===== src/rtl/controle_timer.sv =====
// controle_timer: control FSM for a keypad-programmed MM:SS countdown timer.
//   The user keys in up to four digits. They shift in from the right, so the
//   last key pressed becomes the seconds-units digit. Start loads the digits
//   into external down-counters and then enables them on each 1 Hz tick.
//   Pause freezes the countdown. When the counters reach zero the alarm is
//   raised. The alarm is dismissed by start, by clear, or after ten ticks.
// Ports:
//   clk, reset             clock; asynchronous active-high reset
//   key_data/key_valid     keypad digit and its one-cycle strobe
//   start/pause/clear      level-sampled user requests
//   tick                   one-cycle 1 Hz enable
//   tc_*                   zero flags from the four digit counters
//   sec_u/sec_d/min_u/min_d  digits presented to the counters' data inputs
//   load                   one-cycle parallel-load strobe
//   count_en               decrement enable (counters' stop input)
//   alarm                  time expired
//   state                  current FSM state code
module controle_timer (
  input  logic       clk,
  input  logic       reset,
  input  logic [3:0] key_data,
  input  logic       key_valid,
  input  logic       start,
  input  logic       pause,
  input  logic       clear,
  input  logic       tick,
  input  logic       tc_sec_u,
  input  logic       tc_sec_d,
  input  logic       tc_min_u,
  input  logic       tc_min_d,
  output logic [3:0] sec_u,
  output logic [2:0] sec_d,
  output logic [3:0] min_u,
  output logic [2:0] min_d,
  output logic       load,
  output logic       count_en,
  output logic       alarm,
  output logic [2:0] state
);

  localparam logic [2:0] IDLE  = 3'b000;
  localparam logic [2:0] ENTRY = 3'b001;
  localparam logic [2:0] LOAD  = 3'b010;
  localparam logic [2:0] RUN   = 3'b011;
  localparam logic [2:0] PAUSE = 3'b100;
  localparam logic [2:0] DONE  = 3'b101;

  logic [2:0] r_state;
  logic [3:0] r_sec_u;
  logic [2:0] r_sec_d;
  logic [3:0] r_min_u;
  logic [2:0] r_min_d;
  logic [2:0] r_ndig;
  logic [3:0] r_tcnt;

  logic [2:0] w_nxt;
  logic       w_shift;
  logic       w_to_idle;
  logic       w_key_ok;
  logic       w_all_tc;
  logic       w_nonzero;

  assign w_all_tc  = tc_sec_u & tc_sec_d & tc_min_u & tc_min_d;
  assign w_nonzero = (r_sec_u != 4'd0) || (r_sec_d != 3'd0) ||
                     (r_min_u != 4'd0) || (r_min_d != 3'd0);

  // A shift moves sec_u into sec_d and min_u into min_d. Both tens digits
  // must stay within 0..5, so the key is refused if either source digit is
  // above 5.
  assign w_key_ok = key_valid && ((r_state == IDLE) || (r_state == ENTRY)) &&
                    (key_data <= 4'd9) && (r_ndig < 3'd4) &&
                    (r_sec_u <= 4'd5) && (r_min_u <= 4'd5);

  always_comb begin
    w_nxt   = r_state;
    w_shift = 1'b0;
    case (r_state)
      IDLE: if (w_key_ok) begin
        w_shift = 1'b1;
        w_nxt   = ENTRY;
      end
      ENTRY: begin
        if (clear)                  w_nxt   = IDLE;
        else if (start && w_nonzero) w_nxt  = LOAD;
        else if (w_key_ok)          w_shift = 1'b1;
      end
      LOAD: w_nxt = RUN;
      RUN: begin
        if (clear)         w_nxt = IDLE;
        else if (w_all_tc) w_nxt = DONE;
        else if (pause)    w_nxt = PAUSE;
      end
      PAUSE: begin
        if (clear)      w_nxt = IDLE;
        else if (start) w_nxt = RUN;
      end
      DONE: if (start || clear || (tick && (r_tcnt == 4'd9))) w_nxt = IDLE;
      default: w_nxt = IDLE;
    endcase
  end

  // Every way back to IDLE, including recovery from an illegal code, wipes
  // the digits and counters.
  assign w_to_idle = (w_nxt == IDLE) && (r_state != IDLE);

  always_ff @(posedge clk or posedge reset) begin
    if (reset) begin
      r_state <= IDLE;
      r_sec_u <= 4'd0;
      r_sec_d <= 3'd0;
      r_min_u <= 4'd0;
      r_min_d <= 3'd0;
      r_ndig  <= 3'd0;
      r_tcnt  <= 4'd0;
    end else begin
      r_state <= w_nxt;
      if (w_to_idle) begin
        r_sec_u <= 4'd0;
        r_sec_d <= 3'd0;
        r_min_u <= 4'd0;
        r_min_d <= 3'd0;
        r_ndig  <= 3'd0;
        r_tcnt  <= 4'd0;
      end else begin
        if (w_shift) begin
          r_min_d <= r_min_u[2:0];
          r_min_u <= {1'b0, r_sec_d};
          r_sec_d <= r_sec_u[2:0];
          r_sec_u <= key_data;
          r_ndig  <= r_ndig + 3'd1;
        end
        if ((r_state == DONE) && tick) r_tcnt <= r_tcnt + 4'd1;
      end
    end
  end

  assign sec_u = r_sec_u;
  assign sec_d = r_sec_d;
  assign min_u = r_min_u;
  assign min_d = r_min_d;
  assign state = r_state;

  // The control strobes are decoded from state. Reset forces IDLE, so they
  // drop immediately, and nothing is left pending when reset is released.
  assign load     = (r_state == LOAD);
  assign count_en = (r_state == RUN) && tick && !w_all_tc;
  assign alarm    = (r_state == DONE);

endmodule


===== config.mk =====
export PLATFORM = sky130hd
export DESIGN_NAME = controle_timer
export DESIGN_NICKNAME = d
export VERILOG_FILES = /design/src/rtl/controle_timer.sv
export SDC_FILE = /design/constraint.sdc
export NUM_CORES = 1
export LEC_CHECK = 0
export CAP_MARGIN = 20
export CORE_MARGIN = 2
export CORE_UTILIZATION = 40
export CTS_BUF_LIST = sky130_fd_sc_hd__clkbuf_4
export CTS_CLUSTER_DIAMETER = 100
export CTS_CLUSTER_SIZE = 24
export DETAILED_ROUTE_END_ITERATION = 16
export HOLD_SLACK_MARGIN = 0.1
export PLACE_DENSITY = 0.71
export SETUP_SLACK_MARGIN = 0.02
export SYNTH_ARGS = -nofsm -noshare
export SYNTH_HDL_FRONTEND = slang
export SYNTH_SLANG_ARGS = --single-unit
export TNS_END_PERCENT = 10

===== constraint.sdc =====
create_clock -name clk -period 1.81 [get_ports clk]
set_input_delay 0.362 -clock clk [delete_from_list [all_inputs] [get_ports clk]]
set_output_delay 0.362 -clock clk [all_outputs]
set_load 0.01 [all_outputs]

==> flow_summary.ini, run 1 <==
[status]
outcome = finished with violations
violations = negative setup slack

[worst_setup_path]
rr_endpoint = min_u[0]$_DFFE_PP0P_
crit_fanout = 10
crit_chain = buf_6 -> buf_4 -> nor3b_1 -> nand3_1 -> nand3_2 -> nor4_4 -> buf_4 -> nor2_1
slowest_delay_ps = 420
endpoint_kind = flip-flop
r2r_start = state[2]$_DFF_PP0_
cp.required_ps = 2040
crit_path_start_kind = flip-flop
cp_slowest_cell = dfrtp_1
r2r_slack_ps = -120
cp.arrival_ps = 2160
rr_worst_depth = 8
worstSetupPathType = flip-flop to flip-flop
path_common_cell = buf_4

[die]
std_cell_rows = 20
fp.coreArea_um2 = 3050
initial_utilization_pct = 41.9
die-area_um2 = 3670
dieWidth_um = 60.6
fp.dieH_um = 60.6
io-pin-count = 35

[pwr]
switching_share_pct = 39.1
peakVddDrop_mv = 0.677
leakagePower_nw = 1.03
clkPwrFrac_pct = 9.7
pwr-share-seq_pct = 28.5
intPower_mw = 1.59
powerDensity_nw_per_um2 = 1270
p_switching_mw = 1.02
combPwrFrac_pct = 61.9

[layout]
multi_input_area_um2 = 733
area_growth_pct = 59.9
fin_area_um2 = 2050
mostFrequentLayoutCell = buf_4
final_util_pct = 67.0
drive_gt1_share_pct = 33.5
final_cell_mix = 32 x buf_4, 23 x clkdlybuf4s50_1, 22 x dfrtp_1
fin_nets = 213
final.fill_count = 258
antenna_cells = 0
seq_area_um2 = 577

[timing]
post-route-period-util_pct = 107
setup_viol = 20
fmax_mhz = 518
post-route-min-period_ps = 1930
tns_ps = -1960
rsz0062_at_grt = yes
maxSlewViolCount = 0
hold_viol = 0
setup_slack_ps = -121
hold-worst-slack_ps = 350
finalClockSkew_ps = 1.51

[cts]
path_clk_slew_ps = 130
cts_buffer_depth = 2
clk-insertion-delay-late_ps = 330
cts_buffers = 3
htreeDepth = 1
hold_buffers = 0
cts_tree = done
clock-sinks = 23
cts_root_buf = clkbuf_4

[logic_synthesis]
seq_area_frac_synth_pct = 45.0
syn_area_um2 = 1280
syn_avg_cell_area_um2 = 9.92
ys_async_sr_fraction_pct = 100
yosys_most_used_dff = dfrtp_1
synth-edff-count = 0
syn_nets = 147
yosys_warnings = 0
synth_cells = 129
ys_types = 39
synth-seq-cells = 23

[route]
num_vias = 1197
drt-vias-per-instance = 5.03
first_pass_iters = 4
route.detailed.drc = 0
ant_nets = 0
wl_per_cell_um = 14.6
routed_wl_um = 3470
first_iter_violations = 53

[global_routing]
track_usage_pct = 17.8
grt_pass1_wl_um = 4890
first_global_vias = 1125
grt_start_max_net_pins = 24
met2_usage_pct = 30.9
grt_util_met3_pct = 3.62
grt.busiest_layer = met2
antenna_found_initial = 0
grt-ovfl-total = 0
grtUsageMet1_pct = 22.3

[placed_design]
placed_area_um2 = 1790
hpwl_um = 2160
place.gp.congestion = 0.819
portBuffers = 33

[min_path]
hp-class = input port to asynchronous set/reset pin

[job]
maxCapViolCount = 0
power by group through the flow:
stage	Combinational, mW	Clock, mW	Sequential (mW)
4_1_cts	1.25	0.251	0.734
5_1_grt	1.73	0.284	0.758
6_report	1.61	0.252	0.741
3_5_place_dp	1.19	0	0.751
2_1_floorplan	0.630	0	0.803
3_3_place_gp	1.18	0	0.745
through the flow:
step	total power, mW	instances	setup WS [ps]
floorplan	1.43	129	35.4
global placement	1.92	222	-378
detailed placement	1.94	222	-447
CTS	2.23	231	-104
global route	2.77	238	-221
finish	2.61	238	-121
cell families (layout without fill, tap and decap cells):
family / after synthesis / in the layout / share of synthesized area, %
buf+inv: 14 / 79 / 6.84
simple gates: 54 / 54 / 21.6
fa+ha+maj: 3 / 3 / 2.93
compound gates: 17 / 17 / 10.5
mux: 13 / 13 / 10.2
other cells: 1 / 1 / 0.293
xor+xnor: 4 / 4 / 2.74
flops: 23 / 23 / 45.0
flip-flops by register name, summed over array words and instances (netlist names):
signal and flops:
r_tcnt 4, sec_u 4, min_d 3, min_u 3, r_ndig 3, sec_d 3, state 3
synthesized netlist by cell type (2+ instances only):
| master | count | area (um2) |
|---|---|---|
| buf_6 | 3 | 33.8 |
| and4_1 | 2 | 17.5 |
| nor3_1 | 2 | 10.0 |
| o21ai_0 | 3 | 15.0 |
| and3_1 | 2 | 12.5 |
| xor2_1 | 2 | 17.5 |
| nand2b_1 | 2 | 12.5 |
| inv_1 | 6 | 22.5 |
| nor4_1 | 2 | 12.5 |
| a21oi_1 | 4 | 20.0 |
| buf_4 | 3 | 22.5 |
| ha_1 | 3 | 37.5 |
| nand3_1 | 3 | 15.0 |
| xnor2_1 | 2 | 17.5 |
| mux2i_1 | 13 | 130 |
| nand2_1 | 7 | 26.3 |
| dfrtp_1 | 23 | 576 |
| and2_1 | 2 | 12.5 |
| nor2_1 | 25 | 93.8 |
per-layer routing:
layer	share of wire [%]	wire, um
met1	42	1440
met2	53	1830
met3	4.5	155
met4	1.3	44
met5	0	0
how the worst max path moves through the flow:
stage	slack (ps)	depth (start not counted)	to	start
after global placement	-380	7	r_tcnt[1]$_DFFE_PP0P_	clear
after CTS	-100	7	r_tcnt[1]$_DFFE_PP0P_	state[2]$_DFF_PP0_
final	-120	8	min_u[0]$_DFFE_PP0P_	state[2]$_DFF_PP0_
after detailed placement	-450	7	r_tcnt[1]$_DFFE_PP0P_	clear
after floorplan	40	7	min_d[2]$_DFFE_PP0P_	sec_u[1]$_DFFE_PP0P_
after global routing	-220	8	sec_u[3]$_DFFE_PP0P_	state[2]$_DFF_PP0_
worst max-delay path, delay by kind of cell (launching register included):
kind	cells	cell delay [ps]
and+or+nand+nor	5	890
buffers and inverters	3	530
DFF	1	420
area by class of cell:
cell class              instances  area share (%)
multi-input cells              92            35.8
well taps                      44            2.69
inverters                       6            1.10
clock buffers                   3            1.10
clock inverters                 1           0.367
flip-flops and latches         23            28.2
repair buffers                 69            30.7
timing repair:
item                                    4_1_cts  5_1_grt
setup buffers                                 5        5
gates cloned                                  0        3
pin swaps                                     0        7
endpoints found under the setup margin       26       24
resized for setup                            15       37
(Power assumes the default switching activity.)
==> inputs of run 2 (changes only) <==
--- a/config.mk
+++ b/config.mk
@@ -8,7 +8,7 @@
 export CAP_MARGIN = 20
 export CORE_MARGIN = 2
 export CORE_UTILIZATION = 40
-export CTS_BUF_LIST = sky130_fd_sc_hd__clkbuf_4
+export CTS_BUF_LIST = sky130_fd_sc_hd__clkbuf_8
 export CTS_CLUSTER_DIAMETER = 100
 export CTS_CLUSTER_SIZE = 24
 export DETAILED_ROUTE_END_ITERATION = 16
==> run 2 against run 1 <==
Compared with the run above:
- critical path depth is 1 higher
- sequential share of layout area up 1.0 points
- highest routed layer unchanged
- clock skew increased by 6.1 ps
- register-to-register slack barely moved
- cell count fell by 2.1%
- the run still ends with negative setup slack left
==> flow_summary.ini, run 2 (synthesized netlist as in run 1, its figures left out) <==
[status]
outcome = finished with violations
violations = negative setup slack

[placed_design]
hpwl_um = 2160
place.gp.congestion = 0.819
placed_area_um2 = 1790
portBuffers = 33

[worst_setup_path]
endpoint_kind = flip-flop
cp.arrival_ps = 2120
rr_worst_depth = 7
cp.required_ps = 1980
crit_path_start_kind = input port
worstSetupPathType = input port to flip-flop
crit_fanout = 10

[cts]
cts_tree = done
path_clk_slew_ps = 90
hold_buffers = 0
cts_buffers = 3
cts_root_buf = clkbuf_8
clock-sinks = 23
htreeDepth = 1
clk-insertion-delay-late_ps = 280
cts_buffer_depth = 2

[timing]
finalClockSkew_ps = 7.61
fmax_mhz = 511
setup_viol = 20
setup_slack_ps = -148
post-route-period-util_pct = 108
tns_ps = -2460
post-route-min-period_ps = 1960
hold_viol = 0
maxSlewViolCount = 0
rsz0062_at_grt = yes

[die]
die-area_um2 = 3670
fp.coreArea_um2 = 3050
fp.dieH_um = 60.6
io-pin-count = 35
initial_utilization_pct = 41.9
std_cell_rows = 20
dieWidth_um = 60.6

[global_routing]
grt_pass1_wl_um = 4830
grt_start_max_net_pins = 24
first_global_vias = 1112
track_usage_pct = 17.7
antenna_found_initial = 0
grt-ovfl-total = 0

[pwr]
peakVddDrop_mv = 0.716
powerDensity_nw_per_um2 = 1270
leakagePower_nw = 0.961

[route]
routed_wl_um = 3330
drt-vias-per-instance = 4.94
first_pass_iters = 4
ant_nets = 0
wl_per_cell_um = 14.3
route.detailed.drc = 0
first_iter_violations = 54
num_vias = 1152

[layout]
fin_area_um2 = 1980
drive_gt1_share_pct = 27.0
antenna_cells = 0
final.fill_count = 273
area_growth_pct = 54.4
mostFrequentLayoutCell = buf_4
fin_nets = 208
final_cell_mix = 27 x buf_4, 26 x clkdlybuf4s50_1, 24 x nor2_1

[min_path]
hp-class = input port to asynchronous set/reset pin

[job]
maxCapViolCount = 0
[run 2: cell count changes in the layout (fill, tap and decap cells not counted), sizes merged]
cell	delta
buf	-5
dlygate4sd2	-1
dlymetal6s2s	-1
clkbuf	-2
clkdlybuf4s15	+1
clkdlybuf4s50	+3
[run 2: final cells by class]
type / count / area [um2] / share of cell area, %
Multi-Input combinational cell: 92 / 693 / 35.1
Inverter: 6 / 22.5 / 1.14
Sequential cell: 23 / 577 / 29.2
Clock inverter: 1 / 7.51 / 0.380
Tap cell: 44 / 55.1 / 2.78
Clock buffer: 3 / 41.3 / 2.09
Timing Repair Buffer: 64 / 581 / 29.4
[run 2: what timing repair did]
| item | CTS | global route |
|---|---|---|
| gates resized for setup | 10 | 23 |
| buffers inserted | 2 | 3 |
| cloned | 0 | 2 |
| pin swaps | 1 | 4 |
| endpoints found under the setup margin | 23 | 22 |
[run 2: worst max-delay path, stage by stage]
cell	delay [ps]
clkdlybuf4s50_1	400
and4_4	220
o311ai_2	210
buf_4	160
nand3_2	90
nor4_4	320
buf_4	180
buf_6	140
nor2_1	50
[run 2: stage by stage]
stage          setup WS, ps  instances  utilization, %  total power [mW]  hold WS (ps)
2_1_floorplan          35.4        129               -              1.43           364
3_3_place_gp           -378        222            58.7              1.92           498
5_1_grt                -235        233            64.8              2.66           440
3_5_place_dp           -447        222            58.7              1.94           525
6_report               -148        233            64.8              2.51           412
4_1_cts                -124        228            60.9              2.31           424
[run 2: per-layer routing]
layer	GRT usage [%]	wire length, um
met1	21.6	1470
met2	30.0	1630
met3	4.69	186
met4	7.14	41
met5	0	0
[run 2: power breakdown]
group | switching, mW | internal [mW] | total, mW
Clock | 0.179 | 0.156 | 0.335
Sequential | 0.100 | 0.640 | 0.740
Combinational | 0.684 | 0.754 | 1.44
[run 2: worst paths after layout]
| check | start | slack (ps) | endpoint |
|---|---|---|---|
| hold reg to reg | r_tcnt[3]$_DFFE_PP0P_ | 550 | r_tcnt[3]$_DFFE_PP0P_ |
| setup reg to reg | state[2]$_DFF_PP0_ | -130 | r_tcnt[1]$_DFFE_PP0P_ |
| max in group asynchronous | reset | 1140 | state[1]$_DFF_PP0_ |
| setup / recovery | tc_sec_d | -150 | sec_u[3]$_DFFE_PP0P_ |
| min in group clk | r_tcnt[3]$_DFFE_PP0P_ | 550 | r_tcnt[3]$_DFFE_PP0P_ |
| hold / removal | reset | 410 | r_tcnt[0]$_DFFE_PP0P_ |
==> inputs of run 3 (changes only) <==
--- a/config.mk
+++ b/config.mk
@@ -6,12 +6,12 @@
 export NUM_CORES = 1
 export LEC_CHECK = 0
 export CAP_MARGIN = 20
-export CORE_MARGIN = 2
 export CORE_UTILIZATION = 40
 export CTS_BUF_LIST = sky130_fd_sc_hd__clkbuf_8
 export CTS_CLUSTER_DIAMETER = 100
 export CTS_CLUSTER_SIZE = 24
 export DETAILED_ROUTE_END_ITERATION = 16
+export GPL_ROUTABILITY_DRIVEN = 0
 export HOLD_SLACK_MARGIN = 0.1
 export PLACE_DENSITY = 0.71
 export SETUP_SLACK_MARGIN = 0.02
==> run 3 against run 2 <==
Compared with the run above:
- the run still ends with negative setup slack left
- flip-flop and latch count stayed put
- register-to-register slack better by 100 ps
- highest routed layer unchanged
- critical path type is now flip-flop to flip-flop
- global-route usage is 0.29 points higher
- total power is 1.4% higher
- maximum frequency is 6.6% higher
==> flow_summary.ini, run 3 (synthesized netlist as in run 1, its figures left out) <==
[cts]
hold_buffers = 0
cts_root_buf = clkbuf_8
path_clk_slew_ps = 80
cts_buffer_depth = 2
clock-sinks = 23
htreeDepth = 1
cts_buffers = 3
clk-insertion-delay-late_ps = 270
cts_tree = done

[timing]
post-route-period-util_pct = 101
fmax_mhz = 545
tns_ps = -67.1
setup_slack_ps = -25.9
post-route-min-period_ps = 1840
setup_viol = 8
rsz0062_at_grt = yes
maxSlewViolCount = 0
hold_viol = 0
finalClockSkew_ps = 3.99

[layout]
drive_gt1_share_pct = 29.8
antenna_cells = 0
final_cell_mix = 25 x buf_4, 24 x clkdlybuf4s50_1, 23 x dfrtp_1
mostFrequentLayoutCell = buf_4
instances_no_fill = 232
final.fill_count = 256
area_growth_pct = 57.6
fin_nets = 207
multi_input_area_um2 = 712
seq_area_um2 = 576

[die]
fp.coreArea_um2 = 3050
std_cell_rows = 20
fp.dieH_um = 58.6
initial_utilization_pct = 41.9
dieWidth_um = 58.6
die-area_um2 = 3430
io-pin-count = 35

[global_routing]
grt_util_met3_pct = 2.20
antenna_found_initial = 0
grt_start_max_net_pins = 24
grt.busiest_layer = met2
grt_pass1_wl_um = 4730
track_usage_pct = 18.0
met2_usage_pct = 32.2
grt-ovfl-total = 0
first_global_vias = 1110
grtUsageMet1_pct = 21.8

[worst_setup_path]
crit_path_start_kind = flip-flop
crit_chain = or4b_4 -> a2bb2oi_2 -> a221oi_2 -> nor4_4 -> buf_4 -> a211oi_2
path_buf_inv = 1
rr_endpoint = r_tcnt[1]$_DFFE_PP0P_
endpoint_kind = flip-flop
slowest_delay_ps = 520
cp_slowest_cell = or4b_4
cp.arrival_ps = 2030
worstSetupPathType = flip-flop to flip-flop
r2r_start = state[2]$_DFF_PP0_
crit_fanout = 5
r2r_slack_ps = -30
path_delay_family = simple AND/OR/NAND/NOR gates
cp.required_ps = 2010
rr_worst_depth = 6

[route]
ant_nets = 0
drt-vias-per-instance = 5.09
num_vias = 1182
first_iter_violations = 15
first_pass_iters = 4
route.detailed.drc = 0
wl_per_cell_um = 13.8
routed_wl_um = 3210

[pwr]
leakagePower_nw = 0.978
powerDensity_nw_per_um2 = 1260
total_power_mw = 2.55
peakVddDrop_mv = 0.753

[placed_design]
portBuffers = 33
dp.cells = 222
hpwl_um = 2110

[min_path]
hp-class = input port to asynchronous set/reset pin

[job]
maxCapViolCount = 0

[status]
outcome = finished with violations
violations = negative setup slack
## run 3: changes by cell type in the layout (fill, tap and decap cells not counted), sizes merged
cell	before	now
dlymetal6s2s	3	6
buf	32	30
clkdlybuf4s50	26	24
clkbuf	3	4
clkinv	0	1
clkinvlp	1	0
dlygate4sd2	2	1
## run 3: layout make-up
| type | instances | share of cell area (%) |
|---|---|---|
| clock buffer | 3 | 2.05 |
| tap | 44 | 2.73 |
| clock inverter | 1 | 0.248 |
| sequential | 23 | 28.5 |
| multi-input combinational | 92 | 35.3 |
| timing repair buffer | 63 | 30.0 |
| inverter | 6 | 1.12 |
## run 3: stage by stage
stage	area [um2]	hold WS (ps)	utilization, %	worst slack, ps
after floorplan	1280	364	-	35.4
after global placement	1790	499	58.7	-372
after detailed placement	1790	504	58.7	-410
after CTS	1850	423	60.7	-103
after global routing	2020	434	66.1	-109
final	2020	411	66.1	-25.9
## run 3: worst max path at each step
stage / startpoint / slack (ps) / to / cells past startpoint
floorplan: sec_u[1]$_DFFE_PP0P_ / 40 / min_d[2]$_DFFE_PP0P_ / 7
global placement: clear / -370 / r_tcnt[1]$_DFFE_PP0P_ / 7
detailed placement: clear / -410 / r_tcnt[1]$_DFFE_PP0P_ / 7
CTS: clear / -100 / r_tcnt[1]$_DFFE_PP0P_ / 7
global route: state[2]$_DFF_PP0_ / -110 / r_tcnt[1]$_DFFE_PP0P_ / 6
finish: state[2]$_DFF_PP0_ / -30 / r_tcnt[1]$_DFFE_PP0P_ / 6
## run 3: layer usage
| layer | vias to the layer above | wire length (um) |
|---|---|---|
| met5 | - | 0 |
| met3 | 6 | 122 |
| met2 | 34 | 1600 |
| met4 | 0 | 58 |
| met1 | 576 | 1420 |
| li1 | 566 | - |
## run 3: where the power goes
group	total [mW]	switching [mW]	internal (mW)
registers	0.747	0.109	0.638
logic	1.47	0.684	0.788
clock network	0.329	0.174	0.154
## run 3: repair_timing
action | 4_1_cts | 5_1_grt
cloned | 0 | 3
gates resized for setup | 9 | 34
endpoints found under the setup margin | 23 | 20
buffers inserted | 2 | 1
pin swaps | 0 | 11
## run 3: worst min-delay path, delay by kind of cell
| family | cells | cell delay (ps) |
|---|---|---|
| buf+inv | 3 | 720 |
